### config.mk
export PLATFORM = sky130hd
export DESIGN_NAME = mmio_cpl_builder
export DESIGN_NICKNAME = d
export VERILOG_FILES = /design/src/rtl/mmio_cpl_pkg.sv /design/src/rtl/mmio_cpl_builder_meta_fifo.sv /design/src/rtl/mmio_cpl_builder.sv
export SDC_FILE = /design/constraint.sdc
export NUM_CORES = 1
export LEC_CHECK = 0
export ABC_AREA = 1
export BUFFER_PORTS_ARGS = -buffer_cell sky130_fd_sc_hd__buf_4
export CORE_AREA = 2 2 273 275
export DETAILED_ROUTE_END_ITERATION = 10
export DIE_AREA = 0 0 275 277
export PLACE_DENSITY = 0.41
export SYNTH_ARGS = -nofsm -noshare
export SYNTH_HDL_FRONTEND = slang
export SYNTH_HIERARCHICAL = 1
export SYNTH_SLANG_ARGS = --single-unit
### constraint.sdc
create_clock -name clk -period 9.97 [get_ports clk]
set_input_delay 2.4925 -clock clk [delete_from_list [all_inputs] [get_ports clk]]
set_output_delay 2.4925 -clock clk [all_outputs]
set_load 0.02 [all_outputs]
### src/rtl/mmio_cpl_pkg.sv
// Shared types for the MMIO completion builder: read metadata, completion header layout,
// FSM states and the header assembly helper.
package mmio_cpl_pkg;

    localparam logic [7:0] CPL_FMTTYPE_CPLD = 8'h4A;
    localparam logic [7:0] CPL_FMTTYPE_CPL  = 8'h0A;
    localparam logic [2:0] CPL_STS_SC       = 3'b000;
    localparam logic [2:0] CPL_STS_UR       = 3'b001;
    localparam logic [1:0] AXI_RESP_OKAY    = 2'b00;

    typedef struct packed {
        logic [9:0]  tag;
        logic [1:0]  length;
        logic [15:0] req_id;
        logic [6:0]  lower_addr;
        logic [2:0]  attr;
        logic [2:0]  tc;
    } t_cpl_meta;

    // 3DW completion header in PCIe DW order: DW0 occupies bits [31:0], DW2 bits [95:64].
    typedef struct packed {
        logic [159:0] rsvd_hi;
        logic [15:0]  req_id;
        logic [7:0]   tag_lo;
        logic         rsvd_dw2;
        logic [6:0]   lower_addr;
        logic [15:0]  completer_id;
        logic [2:0]   status;
        logic         bcm;
        logic [11:0]  byte_count;
        logic [7:0]   fmttype;
        logic         tag9;
        logic [2:0]   tc;
        logic         tag8;
        logic         attr_ido;
        logic         ln;
        logic         th;
        logic         td;
        logic         ep;
        logic [1:0]   attr_ro_ns;
        logic [1:0]   at;
        logic [9:0]   length;
    } t_cpl_hdr;

    typedef enum logic [0:0] {
        CPL_IDLE = 1'b0,
        CPL_SEND = 1'b1
    } t_cpl_state;

    function automatic t_cpl_hdr func_build_cpl_hdr(
        input t_cpl_meta   meta,
        input logic        rsp_ok,
        input logic [15:0] completer_id
    );
        t_cpl_hdr hdr;
        hdr              = '0;
        hdr.fmttype      = rsp_ok ? CPL_FMTTYPE_CPLD : CPL_FMTTYPE_CPL;
        hdr.tag9         = meta.tag[9];
        hdr.tag8         = meta.tag[8];
        hdr.tag_lo       = meta.tag[7:0];
        hdr.tc           = meta.tc;
        hdr.attr_ido     = meta.attr[2];
        hdr.attr_ro_ns   = meta.attr[1:0];
        hdr.length       = rsp_ok ? {8'd0, meta.length} : 10'd0;
        hdr.completer_id = completer_id;
        hdr.status       = rsp_ok ? CPL_STS_SC : CPL_STS_UR;
        hdr.byte_count   = {8'd0, meta.length, 2'b00};
        hdr.req_id       = meta.req_id;
        hdr.lower_addr   = meta.lower_addr;
        return hdr;
    endfunction

endpackage

### src/rtl/mmio_cpl_builder_meta_fifo.sv
// Synchronous FIFO of read metadata; a pop frees a slot for a push in the same cycle.
module mmio_cpl_meta_fifo
    import mmio_cpl_pkg::*;
#(
    parameter int DEPTH = 4
) (
    input  logic                   clk,
    input  logic                   rst_n,
    input  logic                   push_i,
    input  t_cpl_meta              push_data_i,
    input  logic                   pop_i,
    output t_cpl_meta              pop_data_o,
    output logic                   full_o,
    output logic                   empty_o,
    output logic [$clog2(DEPTH):0] count_o
);

    localparam int AW = $clog2(DEPTH);
    localparam logic [AW:0] FULL_CNT = (AW + 1)'(DEPTH);

    t_cpl_meta     mem_q [DEPTH];
    logic [AW-1:0] wr_ptr_q, wr_ptr_d;
    logic [AW-1:0] rd_ptr_q, rd_ptr_d;
    logic [AW:0]   count_q, count_d;
    logic          do_push, do_pop;

    assign do_pop  = pop_i && (count_q != '0);
    assign do_push = push_i && ((count_q != FULL_CNT) || do_pop);

    always_comb begin
        wr_ptr_d = wr_ptr_q;
        rd_ptr_d = rd_ptr_q;
        count_d  = count_q;
        if (do_push) wr_ptr_d = wr_ptr_q + AW'(1);
        if (do_pop)  rd_ptr_d = rd_ptr_q + AW'(1);
        case ({do_push, do_pop})
            2'b10:   count_d = count_q + (AW + 1)'(1);
            2'b01:   count_d = count_q - (AW + 1)'(1);
            default: count_d = count_q;
        endcase
    end

    always_ff @(posedge clk or negedge rst_n) begin
        if (!rst_n) begin
            wr_ptr_q <= '0;
            rd_ptr_q <= '0;
            count_q  <= '0;
        end else begin
            wr_ptr_q <= wr_ptr_d;
            rd_ptr_q <= rd_ptr_d;
            count_q  <= count_d;
        end
    end

    // Storage needs no reset: the pointers and count define which entries are live.
    always_ff @(posedge clk) begin
        if (do_push) mem_q[wr_ptr_q] <= push_data_i;
    end

    assign pop_data_o = mem_q[rd_ptr_q];
    assign full_o     = (count_q == FULL_CNT);
    assign empty_o    = (count_q == '0);
    assign count_o    = count_q;

endmodule

### src/rtl/mmio_cpl_builder.sv
// Pairs in-order AXI-lite R beats with captured read metadata and emits one single-beat
// PCIe completion TLP per read on an AXI-stream source.
module mmio_cpl_builder
    import mmio_cpl_pkg::*;
#(
    parameter int          MM_DATA_WIDTH = 64,
    parameter int          META_DEPTH    = 4,
    parameter int          TDATA_WIDTH   = 512,
    parameter logic [15:0] COMPLETER_ID  = 16'h0
) (
    input  logic                        clk,
    input  logic                        rst_n,
    input  logic                        i_tlp_rd,
    input  logic [9:0]                  i_tlp_rd_tag,
    input  logic [1:0]                  i_tlp_rd_length,
    input  logic [15:0]                 i_tlp_rd_req_id,
    input  logic [6:0]                  i_tlp_rd_lower_addr,
    input  logic [2:0]                  i_tlp_attr,
    input  logic [2:0]                  i_tlp_tc,
    input  logic                        i_rvalid,
    output logic                        o_rready,
    input  logic [MM_DATA_WIDTH-1:0]    i_rdata,
    input  logic [1:0]                  i_rresp,
    output logic                        o_cpl_tvalid,
    input  logic                        i_cpl_tready,
    output logic [TDATA_WIDTH-1:0]      o_cpl_tdata,
    output logic [TDATA_WIDTH/8-1:0]    o_cpl_tkeep,
    output logic                        o_cpl_tlast,
    output logic                        o_err_meta_ovf,
    output logic                        o_err_orphan_rsp,
    output logic                        o_dbg_state,
    output logic [$clog2(META_DEPTH):0] o_dbg_meta_count
);

    localparam int KEEP_WIDTH = TDATA_WIDTH / 8;

    t_cpl_state             state_q;
    t_cpl_meta              push_meta, pop_meta;
    logic                   fifo_full, fifo_empty;
    logic                   r_hs, rsp_ok;
    logic [TDATA_WIDTH-1:0] tdata_d, tdata_q;
    logic [KEEP_WIDTH-1:0]  tkeep_d, tkeep_q;
    logic                   tvalid_q;
    logic                   meta_ovf_q, orphan_q;

    assign push_meta = '{tag:        i_tlp_rd_tag,
                         length:     i_tlp_rd_length,
                         req_id:     i_tlp_rd_req_id,
                         lower_addr: i_tlp_rd_lower_addr,
                         attr:       i_tlp_attr,
                         tc:         i_tlp_tc};

    mmio_cpl_meta_fifo #(
        .DEPTH (META_DEPTH)
    ) u_meta_fifo (
        .clk         (clk),
        .rst_n       (rst_n),
        .push_i      (i_tlp_rd),
        .push_data_i (push_meta),
        .pop_i       (r_hs),
        .pop_data_o  (pop_meta),
        .full_o      (fifo_full),
        .empty_o     (fifo_empty),
        .count_o     (o_dbg_meta_count)
    );

    // Both interfaces transfer on a cycle where valid && ready; ready never depends on valid,
    // and a source keeps valid and its payload stable until the transfer happens.
    assign o_rready = (state_q == CPL_IDLE) && !fifo_empty;
    assign r_hs     = i_rvalid && o_rready;
    assign rsp_ok   = (i_rresp == AXI_RESP_OKAY);

    always_comb begin
        tdata_d        = '0;
        tkeep_d        = '0;
        tdata_d[255:0] = func_build_cpl_hdr(pop_meta, rsp_ok, COMPLETER_ID);
        if (!rsp_ok) begin
            tkeep_d[31:0] = '1;
        end else if (pop_meta.length == 2'd2) begin
            tdata_d[256 +: 64] = i_rdata[63:0];
            tkeep_d[39:0]      = '1;
        end else begin
            // A 1DW read returns the DW selected by address bit 2 of the 8-byte beat.
            tdata_d[256 +: 32] = pop_meta.lower_addr[2] ? i_rdata[63:32] : i_rdata[31:0];
            tkeep_d[35:0]      = '1;
        end
    end

    always_ff @(posedge clk or negedge rst_n) begin
        if (!rst_n) begin
            state_q  <= CPL_IDLE;
            tvalid_q <= 1'b0;
            tdata_q  <= '0;
            tkeep_q  <= '0;
        end else begin
            case (state_q)
                CPL_IDLE: begin
                    if (r_hs) begin
                        state_q  <= CPL_SEND;
                        tvalid_q <= 1'b1;
                        tdata_q  <= tdata_d;
                        tkeep_q  <= tkeep_d;
                    end
                end
                CPL_SEND: begin
                    if (i_cpl_tready) begin
                        state_q  <= CPL_IDLE;
                        tvalid_q <= 1'b0;
                    end
                end
                default: begin
                    state_q  <= CPL_IDLE;
                    tvalid_q <= 1'b0;
                end
            endcase
        end
    end

    always_ff @(posedge clk or negedge rst_n) begin
        if (!rst_n) begin
            meta_ovf_q <= 1'b0;
            orphan_q   <= 1'b0;
        end else begin
            meta_ovf_q <= meta_ovf_q | (i_tlp_rd & fifo_full & ~r_hs);
            orphan_q   <= orphan_q | (i_rvalid & fifo_empty);
        end
    end

    assign o_cpl_tvalid     = tvalid_q;
    assign o_cpl_tlast      = tvalid_q;
    assign o_cpl_tdata      = tdata_q;
    assign o_cpl_tkeep      = tkeep_q;
    assign o_err_meta_ovf   = meta_ovf_q;
    assign o_err_orphan_rsp = orphan_q;
    assign o_dbg_state      = (state_q == CPL_SEND);

endmodule
# Word-level counts from Yosys, hierarchy flattened
# Memories as Yosys holds them, arrays and structs flattened.
# Cells that the tools add are included.
# classes
n_bitwise	7
reduce_logical	12
n_mux	18
add_sub_neg	4
n_eq_ne	7
# op_table
operator	count
$mux 32	3
$mux 64	1
$mux 8	1
$mux 1	7
$mux 7	1
$pmux 3 s2	1
$add 2x1->2 const B	2
$eq 2x2->1 const B	2
$logic_and 1x1->1	4
$mux 4	1
$ne 2x2->1 const B	2
$pmux 1 s2	2
$reduce_and 2->1	2
$add 3x1->3 const B	1
$and 1x1->1	3
$eq 3x3->1 const B	1
$logic_not 3->1	1
$ne 3x3->1 const B	1
$reduce_bool 3->1	1
$sub 3x1->3 const B	1
$eq 2x1->1 const B	1
$logic_not 2->1	1
$mux 2	1
$not 1->1	2
other kinds (4)	5
# word_totals
out_inout_bits	585
regBits	177
in_bits	112
word_cells	58
ramBits	164
mem_count	1
# memory_table
name	words	word_bits	rd	rd_ports_with_merged_regs	wr	line	text
u_meta_fifo.mem_q	4	41	1	0	1	mmio_cpl_builder_meta_fifo.sv:21	t_cpl_meta mem_q [DEPTH];

# Logic depth before layout (Yosys ltp)
# depth
word_depth	9
ltp_mapped	18
depth_no_buf	17

# Hierarchy
# The synthesis kept the hierarchy.
# by_module_without_submodules
module	instances	area_per_inst_um2	cells_per_inst	seq_area_each_um2
mmio_cpl_builder	1	8510.7	1091	2877.8
mmio_cpl_meta_fifo	1	6702.7	501	5099.9

# Worst setup path before layout
# No wires, ideal clock.
# synth_path
path_kind	in2reg
start	in i_rvalid
end	mem u_meta_fifo/mem_q[0][0] in the netlist's numbering, enable pin
t_required_ns	9.531
t_arrival_ns	4.881
setup_time_ns	0.439
n_path_buf	1
slack_ns	4.649
stages	7
cell_sequence	nand2_4 > inv_2 > buf_2 > inv_1 > nand3_1 > nand2_2 > nor2_1
# synth_via
elab_chain_len	6
# synth_lines
item	line	text
from (decl)	mmio_cpl_builder.sv:20	input logic i_rvalid,
$logic_and 1x1->1	mmio_cpl_builder.sv:70	assign r_hs = i_rvalid && o_rready;
via r_hs	mmio_cpl_builder.sv:40	logic r_hs, rsp_ok;
$logic_and 1x1->1	mmio_cpl_builder_meta_fifo.sv:27	assign do_pop = pop_i && (count_q != '0);
$logic_or 1x1->1	mmio_cpl_builder_meta_fifo.sv:28	assign do_push = push_i && ((count_q != FULL_CNT) || do_pop);
$logic_and 1x1->1	mmio_cpl_builder_meta_fifo.sv:28	
$mux 1	mmio_cpl_builder_meta_fifo.sv:57	if (do_push) mem_q[wr_ptr_q] <= push_data_i;
$mux 1 (not written as such)	mmio_cpl_builder_meta_fifo.sv:57	
to (decl)	mmio_cpl_builder_meta_fifo.sv:21	
# The timed path passes the listed nets, and every way through them passes these cells.

# Final worst setup path
# layout_path
start	in i_rvalid
end	mem u_meta_fifo/mem_q[0][33] in the netlist's numbering, enable pin
# layout_via
elab_chain_len	6
# layout_lines
item	line
$logic_and 1x1->1	mmio_cpl_builder.sv:70
$logic_and 1x1->1	mmio_cpl_builder_meta_fifo.sv:27
$logic_or 1x1->1	mmio_cpl_builder_meta_fifo.sv:28
$logic_and 1x1->1	mmio_cpl_builder_meta_fifo.sv:28
$mux 1	mmio_cpl_builder_meta_fifo.sv:57
$mux 1 (not written as such)	mmio_cpl_builder_meta_fifo.sv:57
# No other way between the ends.

==> qor.yml <==
die-area_sq_mm: 0.0762
cp_slowest_stage_delay_ns: 0.56
dieWidth_um: 275
synth_cells: 1592
dr.pass1.iters: 4
antenna_left: 0
rsz0062_at_grt: "false"
tns_ns: 0
viasPerCell: 3.46
drc_errors: 0
crit_path_start_kind: "input port"
synth_compound_area_frac: 0.0434
start_util: 0.207
crit_path_end_kind: "register"
p_leak_nw: 8.49
ys_seq_area_frac: 0.524
antenna_found_initial: 6
layout_commonest_cell: "conb_1"
ios: 697
drive_gt1_frac: 0.194
grt_start_max_net_pins: 86
final_cell_mix: "conb_1, nand2_1, buf_4, edfxtp_1, nor2_1"
yosys_warnings: 6
dp.cells: 2741
outcome: "complete, no violations"
synth_xor_area_frac: 0.000576
peakVddDrop_uv: 174
grt-ovfl-total: 0
core_area_sq_mm: 0.0736
fin_crit_ns: 4.49
crit_chain: "buf_4 -> nand2_4 -> inv_2 -> buf_4 -> inv_1 -> nand3_1 -> nand2_2 -> nor2_4 -> buf_4"
worst_pin_slew_ns: 1.06
crit_top_cell: "buf_4"
cp_max_fo: 47
holdWs_ns: 0.467
ctsResizeCount: 0
crit_required_ns: 10.16
synth-simple-area-share: 0.147
dp_hpwl_um: 26600
fin_skew_ns: 0.0226
max_cap_violations: 0
vias: 9712
clk-insertion-delay-late_ns: 0.57
cellPowerDensity_mw_per_mm2: 293
synthesis.area_sq_mm: 0.0152
place_area_sq_mm: 0.0163
synth_fa_ha_area_frac: 0.00543
syn_avg_cell_area_sq_um: 9.56
grt_pass1_vias: 8831
final_area_sq_mm: 0.0175
final_nets: 1928
cts_tree: "built"
rows: 100
cp_slowest_cell: "buf_4"
cts_inserted_buffers: 36
fp.dieH_um: 277
grt_pass1_wl_um: 57300
drt_iter0_drc: 522
gp_congestion: 0.771
fmax_mhz: 223
area_growth_pct: 15.3
setup_violations: 0
critPathArrivalTime_ns: 4.68
htreeDepth: 2
synth-edff-count: 164
min_path_type: "reg2reg"
fin_cells: 2808
ys_ff_latch: 286
maxSlewViolCount: 0
async_flop_share: 0.427
final-hold-violation-count: 0
cts_hold_buf: 0
post_cts_buffers: 0
cts_buffer_depth: 3
synth_top_family_by_area: "buffers and inverters"
relSlewSlack: 0.296
wl_per_cell_um: 14.3
fin_crit_sh: 0.450
routed_wl_um: 40200
track_usage: 0.0991
path_clk_slew_ns: 0.06
cts-root-buf: "clkbuf_16"
synth.area.mux_share: 0
cts.sinks: 286
netlist-cell-type-count: 26
path_class: "in2reg"
synth_flop_cell: "edfxtp_1"
numPortBuffers: 271
-- worst max-delay path: cells and delay by family --
| kind | cells | cell delay (ns) |
|---|---|---|
| buffers and inverters | 5 | 1.34 |
| and+or+nand+nor | 4 | 0.75 |
-- where the power goes --
part | switching (mW) | internal (mW)
clock | 0.548 | 0.821
combinational | 1.34 | 0.598
sequential | 0.219 | 1.60
-- metal layers --
| metal | vias up | GRT usage | routed length [um] |
|---|---|---|---|
| met5 | - | 0 | 69 |
| met4 | 10 | 0.0304 | 927 |
| met3 | 68 | 0.0335 | 3540 |
| met2 | 366 | 0.159 | 18900 |
| met1 | 4640 | 0.125 | 16700 |
| li1 | 4628 | - | - |
-- cell type report --
class / instances / area (sq um)
Antenna cell: 1 / 2.50
Sequential cell: 286 / 7980
Multi-Input combinational cell: 1115 / 4620
Clock inverter: 21 / 298
Tap cell: 969 / 1210
Inverter: 86 / 323
Fill cell: 8023 / 56000
Clock buffer: 45 / 955
Timing Repair Buffer: 285 / 2140
-- kinds of logic (layout without fill, tap and decap cells) --
group / after synthesis / after routing
xor+xnor: 1 / 1
flops: 286 / 286
compound gates: 131 / 131
fa+ha+maj: 6 / 6
simple gates: 552 / 552
buf+inv: 615 / 437
other cells: 1 / 426
-- registers in the layout (all words and copies together), names as in the netlist --
name,flops
o_cpl_tdata,108
o_cpl_tkeep,3
o_cpl_tlast,1
o_dbg_state,1
o_err_meta_ovf,1
o_err_orphan_rsp,1
u_meta_fifo/count_o,3
u_meta_fifo/mem_q,164
u_meta_fifo/rd_ptr_q,2
u_meta_fifo/wr_ptr_q,2
-- final timing paths --
path	start	endpoint	slack (ns)	cells past startpoint
min in group asynchronous	rst_n	o_cpl_tdata[72]$_DFFE_PN0P_	1.98	1
min	o_err_orphan_rsp$_DFF_PN0_	o_err_orphan_rsp$_DFF_PN0_	0.47	1
min reg2reg	o_err_orphan_rsp$_DFF_PN0_	o_err_orphan_rsp$_DFF_PN0_	0.47	1
max reg2reg	u_meta_fifo/rd_ptr_q[0]$_DFFE_PN0P_	o_cpl_tdata[266]$_DFFE_PN0P_	5.95	12
max in group asynchronous	rst_n	o_cpl_tdata[273]$_DFFE_PN0P_	6.66	2
max	i_rvalid	u_meta_fifo/mem_q[0][33]$_DFFE_PP_	5.48	9
-- Yosys cell counts (2+ instances only) --
| cell | count | area, sq um |
|---|---|---|
| inv_2 | 3 | 11.3 |
| dfrtp_1 | 122 | 3050 |
| buf_4 | 471 | 3540 |
| o21ai_1 | 122 | 611 |
| buf_2 | 24 | 120 |
| nor2_1 | 131 | 492 |
| buf_6 | 19 | 214 |
| inv_1 | 83 | 312 |
| ha_1 | 5 | 62.6 |
| clkbuf_1 | 14 | 52.6 |
| nor2_4 | 2 | 22.5 |
| nand2_1 | 312 | 1170 |
| nand3_1 | 102 | 510 |
| edfxtp_1 | 164 | 4920 |
| o21ai_0 | 7 | 35.0 |
-- through the flow --
step	util	setup slack, ns	power (mW)
floorplan	-	4.65	3.21
global placement	0.221	4.84	3.83
detailed placement	0.221	4.79	3.84
CTS	0.238	5.39	5.27
global route	0.238	5.24	5.51
finish	0.238	5.48	5.13
Note: power is estimated with default switching activity, not from simulation.
